`src/rtl/spike_event_packer_if.sv`:
```
// Detector input and AXI-Stream event output of the spike event packer.
// The slave modport is the packer's view; master is the surrounding system.
interface spike_event_packer_if;
    logic [31:0] In;
    logic        s_valid;
    logic [31:0] m_axis_tdata;
    logic        m_axis_tvalid;
    logic        m_axis_tready;
    logic        m_axis_tlast;
    logic        overflow;
    logic [15:0] drop_count;

    modport slave (
        input  In, s_valid, m_axis_tready,
        output m_axis_tdata, m_axis_tvalid, m_axis_tlast, overflow, drop_count
    );

    modport master (
        output In, s_valid, m_axis_tready,
        input  m_axis_tdata, m_axis_tvalid, m_axis_tlast, overflow, drop_count
    );
endinterface

```
`src/rtl/spike_event_packer.sv`:
```
// Time-stamps detector spikes, queues them, and emits each event as a
// two-beat AXI-Stream packet: stamp, then {0, mean} with tlast.
module spike_event_packer #(
    parameter int DEPTH = 8
) (
    input  logic                 CLK,
    input  logic                 RST,
    spike_event_packer_if.slave  bus
);
    localparam int AW = $clog2(DEPTH);
    localparam logic [AW:0] FULL_OCC = DEPTH[AW:0];
    localparam logic [AW:0] ONE_OCC  = {{AW{1'b0}}, 1'b1};

    localparam logic [1:0] IDLE      = 2'd0;
    localparam logic [1:0] BEAT_TS   = 2'd1;
    localparam logic [1:0] BEAT_MEAN = 2'd2;

    logic [31:0]   sample_idx;
    logic [31:0]   ts_mem   [DEPTH];
    logic [30:0]   mean_mem [DEPTH];
    logic [AW-1:0] wptr, rptr, rptr_nxt;
    logic [AW:0]   occ;
    logic [1:0]    state;
    logic          push_req, full, push, pop;

    logic [31:0]   tdata;
    logic          tvalid, tlast, ovf;
    logic [15:0]   drops;

    assign push_req = bus.s_valid & bus.In[31];
    // Fullness is judged on start-of-cycle occupancy; a same-cycle pop does not make room.
    assign full     = (occ == FULL_OCC);
    assign push     = push_req & ~full;
    assign pop      = (state == BEAT_MEAN) & bus.m_axis_tready;
    assign rptr_nxt = rptr + 1'b1;

    always_ff @(posedge CLK) begin
        if (push) begin
            ts_mem[wptr]   <= sample_idx;
            mean_mem[wptr] <= bus.In[30:0];
        end
    end

    always_ff @(posedge CLK) begin
        if (RST) begin
            sample_idx <= '0;
            wptr       <= '0;
            rptr       <= '0;
            occ        <= '0;
            ovf        <= 1'b0;
            drops      <= '0;
        end else begin
            if (bus.s_valid)
                sample_idx <= sample_idx + 32'd1;
            if (push)
                wptr <= wptr + 1'b1;
            if (pop)
                rptr <= rptr_nxt;
            occ <= occ + {{AW{1'b0}}, push} - {{AW{1'b0}}, pop};
            if (push_req && full) begin
                ovf <= 1'b1;
                if (drops != 16'hFFFF)
                    drops <= drops + 16'd1;
            end
        end
    end

    // Outputs are registered; in BEAT_MEAN the next head is preloaded so packets chain without a gap.
    always_ff @(posedge CLK) begin
        if (RST) begin
            state  <= IDLE;
            tvalid <= 1'b0;
            tdata  <= '0;
            tlast  <= 1'b0;
        end else begin
            case (state)
                IDLE: begin
                    if (occ != '0) begin
                        state  <= BEAT_TS;
                        tvalid <= 1'b1;
                        tdata  <= ts_mem[rptr];
                        tlast  <= 1'b0;
                    end
                end
                BEAT_TS: begin
                    if (bus.m_axis_tready) begin
                        state <= BEAT_MEAN;
                        tdata <= {1'b0, mean_mem[rptr]};
                        tlast <= 1'b1;
                    end
                end
                BEAT_MEAN: begin
                    if (bus.m_axis_tready) begin
                        if (occ > ONE_OCC) begin
                            state <= BEAT_TS;
                            tdata <= ts_mem[rptr_nxt];
                            tlast <= 1'b0;
                        end else begin
                            state  <= IDLE;
                            tvalid <= 1'b0;
                            tdata  <= '0;
                            tlast  <= 1'b0;
                        end
                    end
                end
                default: begin
                    state  <= IDLE;
                    tvalid <= 1'b0;
                    tdata  <= '0;
                    tlast  <= 1'b0;
                end
            endcase
        end
    end

    assign bus.m_axis_tdata  = tdata;
    assign bus.m_axis_tvalid = tvalid;
    assign bus.m_axis_tlast  = tlast;
    assign bus.overflow      = ovf;
    assign bus.drop_count    = drops;
endmodule

```
`src/flat_wrapper.sv`:
```
// flat-port wrapper written by rule: the top's interface ports become plain ports
module spike_event_packer_flat 
#(
    parameter int DEPTH = 8
)
  (CLK, RST, bus_In, bus_s_valid, bus_m_axis_tready, bus_m_axis_tdata, bus_m_axis_tvalid, bus_m_axis_tlast, bus_overflow, bus_drop_count);
  spike_event_packer_if bus_i ();
  input  logic CLK;
  input  logic RST;
  input wire logic [$bits(bus_i.In)-1:0] bus_In;
  input wire logic [$bits(bus_i.s_valid)-1:0] bus_s_valid;
  input wire logic [$bits(bus_i.m_axis_tready)-1:0] bus_m_axis_tready;
  output wire logic [$bits(bus_i.m_axis_tdata)-1:0] bus_m_axis_tdata;
  output wire logic [$bits(bus_i.m_axis_tvalid)-1:0] bus_m_axis_tvalid;
  output wire logic [$bits(bus_i.m_axis_tlast)-1:0] bus_m_axis_tlast;
  output wire logic [$bits(bus_i.overflow)-1:0] bus_overflow;
  output wire logic [$bits(bus_i.drop_count)-1:0] bus_drop_count;
  assign bus_i.In = bus_In;
  assign bus_i.s_valid = bus_s_valid;
  assign bus_i.m_axis_tready = bus_m_axis_tready;
  assign bus_m_axis_tdata = bus_i.m_axis_tdata;
  assign bus_m_axis_tvalid = bus_i.m_axis_tvalid;
  assign bus_m_axis_tlast = bus_i.m_axis_tlast;
  assign bus_overflow = bus_i.overflow;
  assign bus_drop_count = bus_i.drop_count;
  spike_event_packer #(.DEPTH(DEPTH)) u_core (.CLK(CLK), .RST(RST), .bus(bus_i));
endmodule
```
`config.mk`:
```
export PLATFORM = sky130hd
export DESIGN_NAME = spike_event_packer_flat
export DESIGN_NICKNAME = d
export VERILOG_FILES = /design/src/rtl/spike_event_packer_if.sv /design/src/rtl/spike_event_packer.sv /design/src/flat_wrapper.sv
export SDC_FILE = /design/constraint.sdc
export NUM_CORES = 1
export LEC_CHECK = 0
export ABC_AREA = 1
export BUFFER_PORTS_ARGS = -buffer_cell sky130_fd_sc_hd__buf_2
export CAP_MARGIN = 10
export CORE_MARGIN = 1
export CORE_UTILIZATION = 30
export CTS_CLUSTER_DIAMETER = 150
export CTS_CLUSTER_SIZE = 25
export DETAILED_ROUTE_END_ITERATION = 8
export PLACE_DENSITY = 0.55
export SLEW_MARGIN = 20
export SYNTH_ARGS = -nofsm -noshare
export SYNTH_HDL_FRONTEND = slang
export SYNTH_SLANG_ARGS = --single-unit
```
`constraint.sdc`:
```
create_clock -name CLK -period 5.9 [get_ports CLK]
set_input_delay 1.475 -clock CLK [delete_from_list [all_inputs] [get_ports CLK]]
set_output_delay 1.475 -clock CLK [all_outputs]
set_load 0.005 [all_outputs]
```
==> metrics <==
Yosys top cell by area=edfxtp_1; GR Util All Layers=0.169; synth warn=0; ANT nets after route=0; syn_area_per_cell=around 8.8 sq um; DR WL met3=3990 um; CP max-delay cell=nor2_4; Post-synth EDFFs=around 500; GPL Wtd Cong=0.820; cell count after synthesis=3,173; #FFs+latches synth=roughly 600; crit path time final=3360 ps; sw frac=0.312; worst path bufs/invs=4; Worst Skew=51.2 ps; Placed Cells incl. Taps=4,370; vias in the first global route=20,600; Place WS=1900 ps; count leader, synth=nand2_1; internal power=6.22 mW; final setup TNS=0 ps; Seq/Total Area, Yosys=0.609; Comb power frac=0.201; Total Wirelength=80,600 um; antenna diode count=0; VDD IR-drop max=0.000341 V; M1 wire length=34,600 um; worst hold path class=reg -> reg; Die Wd=308 um; initial core utilization=0.304; number of remaining DRC errors=0; Top Ports=87; drt initial violations=approximately 1,700; syn_nets=3,220; Pins Over Slew Limit=0; WL/cell=18.2 um; critical path required time=6150 ps; Critical Path Start Type=input port; clk buf depth=3; Pwr Density=between 200 and 300 mW/mm^2; Non-Filler Instances=4,422; Pleak=12.4 nW; Top delay family on crit path=simple AND/OR/NAND/NOR gates; Clock Power Share=0.253; CTS root buf=clkbuf_16; Hold Buf Count CTS=0; WS Path Type=in -> reg; register share of total power=0.546; Post-CTS Resized=0; CTS tree=done; worst r2r path cells=9; WP data arrival=3620 ps; Post-CTS Setup Inserts=0; Critical Path End Type=flop; hold path depth=2; Worst Path Max Fanout=27; largest net degree at the start of global routing=132; most used cell along the critical path=nand2_1; crit-path cells=buf_2 > nand2_1 > inv_1 > nand2_1 > inv_1 > nand2_1 > nor2_4 > buf_4; via-per-instance ratio=4.77; DRT Pass-1 Iters=5; slew margin rel.=0.284; Num CTS Buffers=28; # rows=111; clk sink count=602; Setup Viol. Count Final=0; share of the synthesized area in the top cell type=0.539; fin crit share=0.570; distinct cell type count after synthesis=34; Cell Area, Placed=0.0297 sq mm; outcome=completed; post-route design area=0.0306 sq mm; Fin. Hold Viols=0; ys async rst share=0; first-pass GRT wire length=124,000 um; Synth area leaders=edfxtp_1 (54%), nand2_1 (16%), nand3_1 (10%); Final Worst Setup Slack=2540 ps; synth cell count leaders=nand2_1 (1,194), nand3_1 (586), edfxtp_1 (504), inv_1 (354), dfxtp_1 (98); unrepaired setup endpoints after global routing=no; Worst Max-Slew Pin Slew=1070 ps; prevailing post-synth register cell=edfxtp_1; H-tree Lvls=1; WL met2=just under 40,000 um; share of cells above drive strength 1=0.0579; Highest Clock Rate=0.297 GHz; Area growth syn-to-layout=8.91%; post-DP HPWL=45,700 um; die extent in y=308 um; synthesized area=0.0281 sq mm; Max-Cap Viols=0; Core ar.=around 0.092 sq mm; Worst path depth=8; Reg clk slew, reported paths=100 ps; Port-buffer cells=86; gr ovfl total=0; initial antenna violation count=3; routed vias=21,100; die area=0.0948 sq mm; clk_lat worst skew=630 ps; Switch Pwr=2.82 mW; Post-layout nets=3,204; highest routed layer=met5; CP peak stage delay=540 ps
==> per-layer routing <==
| layer | GRT usage | up-vias |
|---|---|---|
| met5 | 0 | - |
| met4 | 0.0519 | 4 |
| met3 | 0.0154 | 146 |
| met2 | 0.299 | 602 |
| met1 | 0.218 | 10100 |
| li1 | - | 10300 |
==> final timing paths <==
kind | startpoint | end | slack (ps)
hold / removal | u_core.bus.m_axis_tdata[6] | u_core.bus.m_axis_tdata[6] | 470
setup / recovery | bus_s_valid | u_core.ts_mem[4][4] | 2540
hold reg to reg | u_core.bus.m_axis_tdata[6] | u_core.bus.m_axis_tdata[6] | 470
setup reg to reg | flop | u_core.bus.m_axis_tdata[13] | 2900
==> worst min-delay path, stage by stage, from the launching register on <==
cell and delay (ps):
dfxtp_1 320, nand2_1 60, a21oi_1 50
==> stage by stage <==
stage               utilization  power, mW  hold slack, ps
finish                    0.332       9.05             471
global route              0.332       9.46             501
CTS                       0.332       9.15             478
detailed placement        0.323       6.89             462
global placement          0.323       6.88             453
floorplan                     -       6.06             461
==> sequential cells by signal, summed over array words and instances, names as in the netlist, named ones only <==
name,count
u_core.wptr,3
u_core.ts_mem,256
u_core.rptr,3
u_core.sample_idx,32
u_core.state,2
u_core.bus.m_axis_tlast,1
u_core.bus.m_axis_tvalid,1
u_core.occ,4
u_core.mean_mem,248
u_core.bus.overflow,1
u_core.bus.drop_count,16
u_core.bus.m_axis_tdata,32
==> kinds of logic after synthesis <==
family,share of synthesized area
buffers and inverters,0.0764
adders and majority gates,0.00517
AOI/OAI and AO/OA,0.0205
xor gates and xnor gates,0.00437
DFF,0.609
and+or+nand+nor,0.285
==> cell type report <==
| cell class | count | area [sq um] |
|---|---|---|
| multi-input combinational | 2039 | 8940 |
| inverter | 361 | 1370 |
| fill | 9502 | 61600 |
| clock buffer | 51 | 808 |
| sequential | 602 | 17100 |
| tap | 1243 | 1560 |
| clock inverter | 1 | 30.0 |
| timing repair buffer | 125 | 763 |
==> power by group through the flow <==
stage | combinational, mW | sequential (mW) | clock, mW
4_1_cts | 1.84 | 4.95 | 2.36
2_1_floorplan | 1.10 | 4.97 | 0
3_5_place_dp | 1.84 | 5.05 | 0
5_1_grt | 2.01 | 4.97 | 2.48
3_3_place_gp | 1.83 | 5.05 | 0
6_report | 1.82 | 4.94 | 2.29
==> cells in the final DEF (no fill, tap or decap), drive strengths merged, types with 2 or more instances in the layout <==
cell type / instances
buf: 125
ha: 10
dfxtp: 98
nand4: 7
edfxtp: 504
xor2: 10
nor3b: 2
nand3b: 2
xnor2: 4
o21ai: 26
nand2: 1194
o21a: 2
nor4: 3
clkinv: 3
nor2: 85
inv: 359
a211oi: 4
o211ai: 4
nand3: 586
nor3: 26
a21oi: 71
clkbuf: 51
No activity file was read; power rests on OpenSTA's default activity.
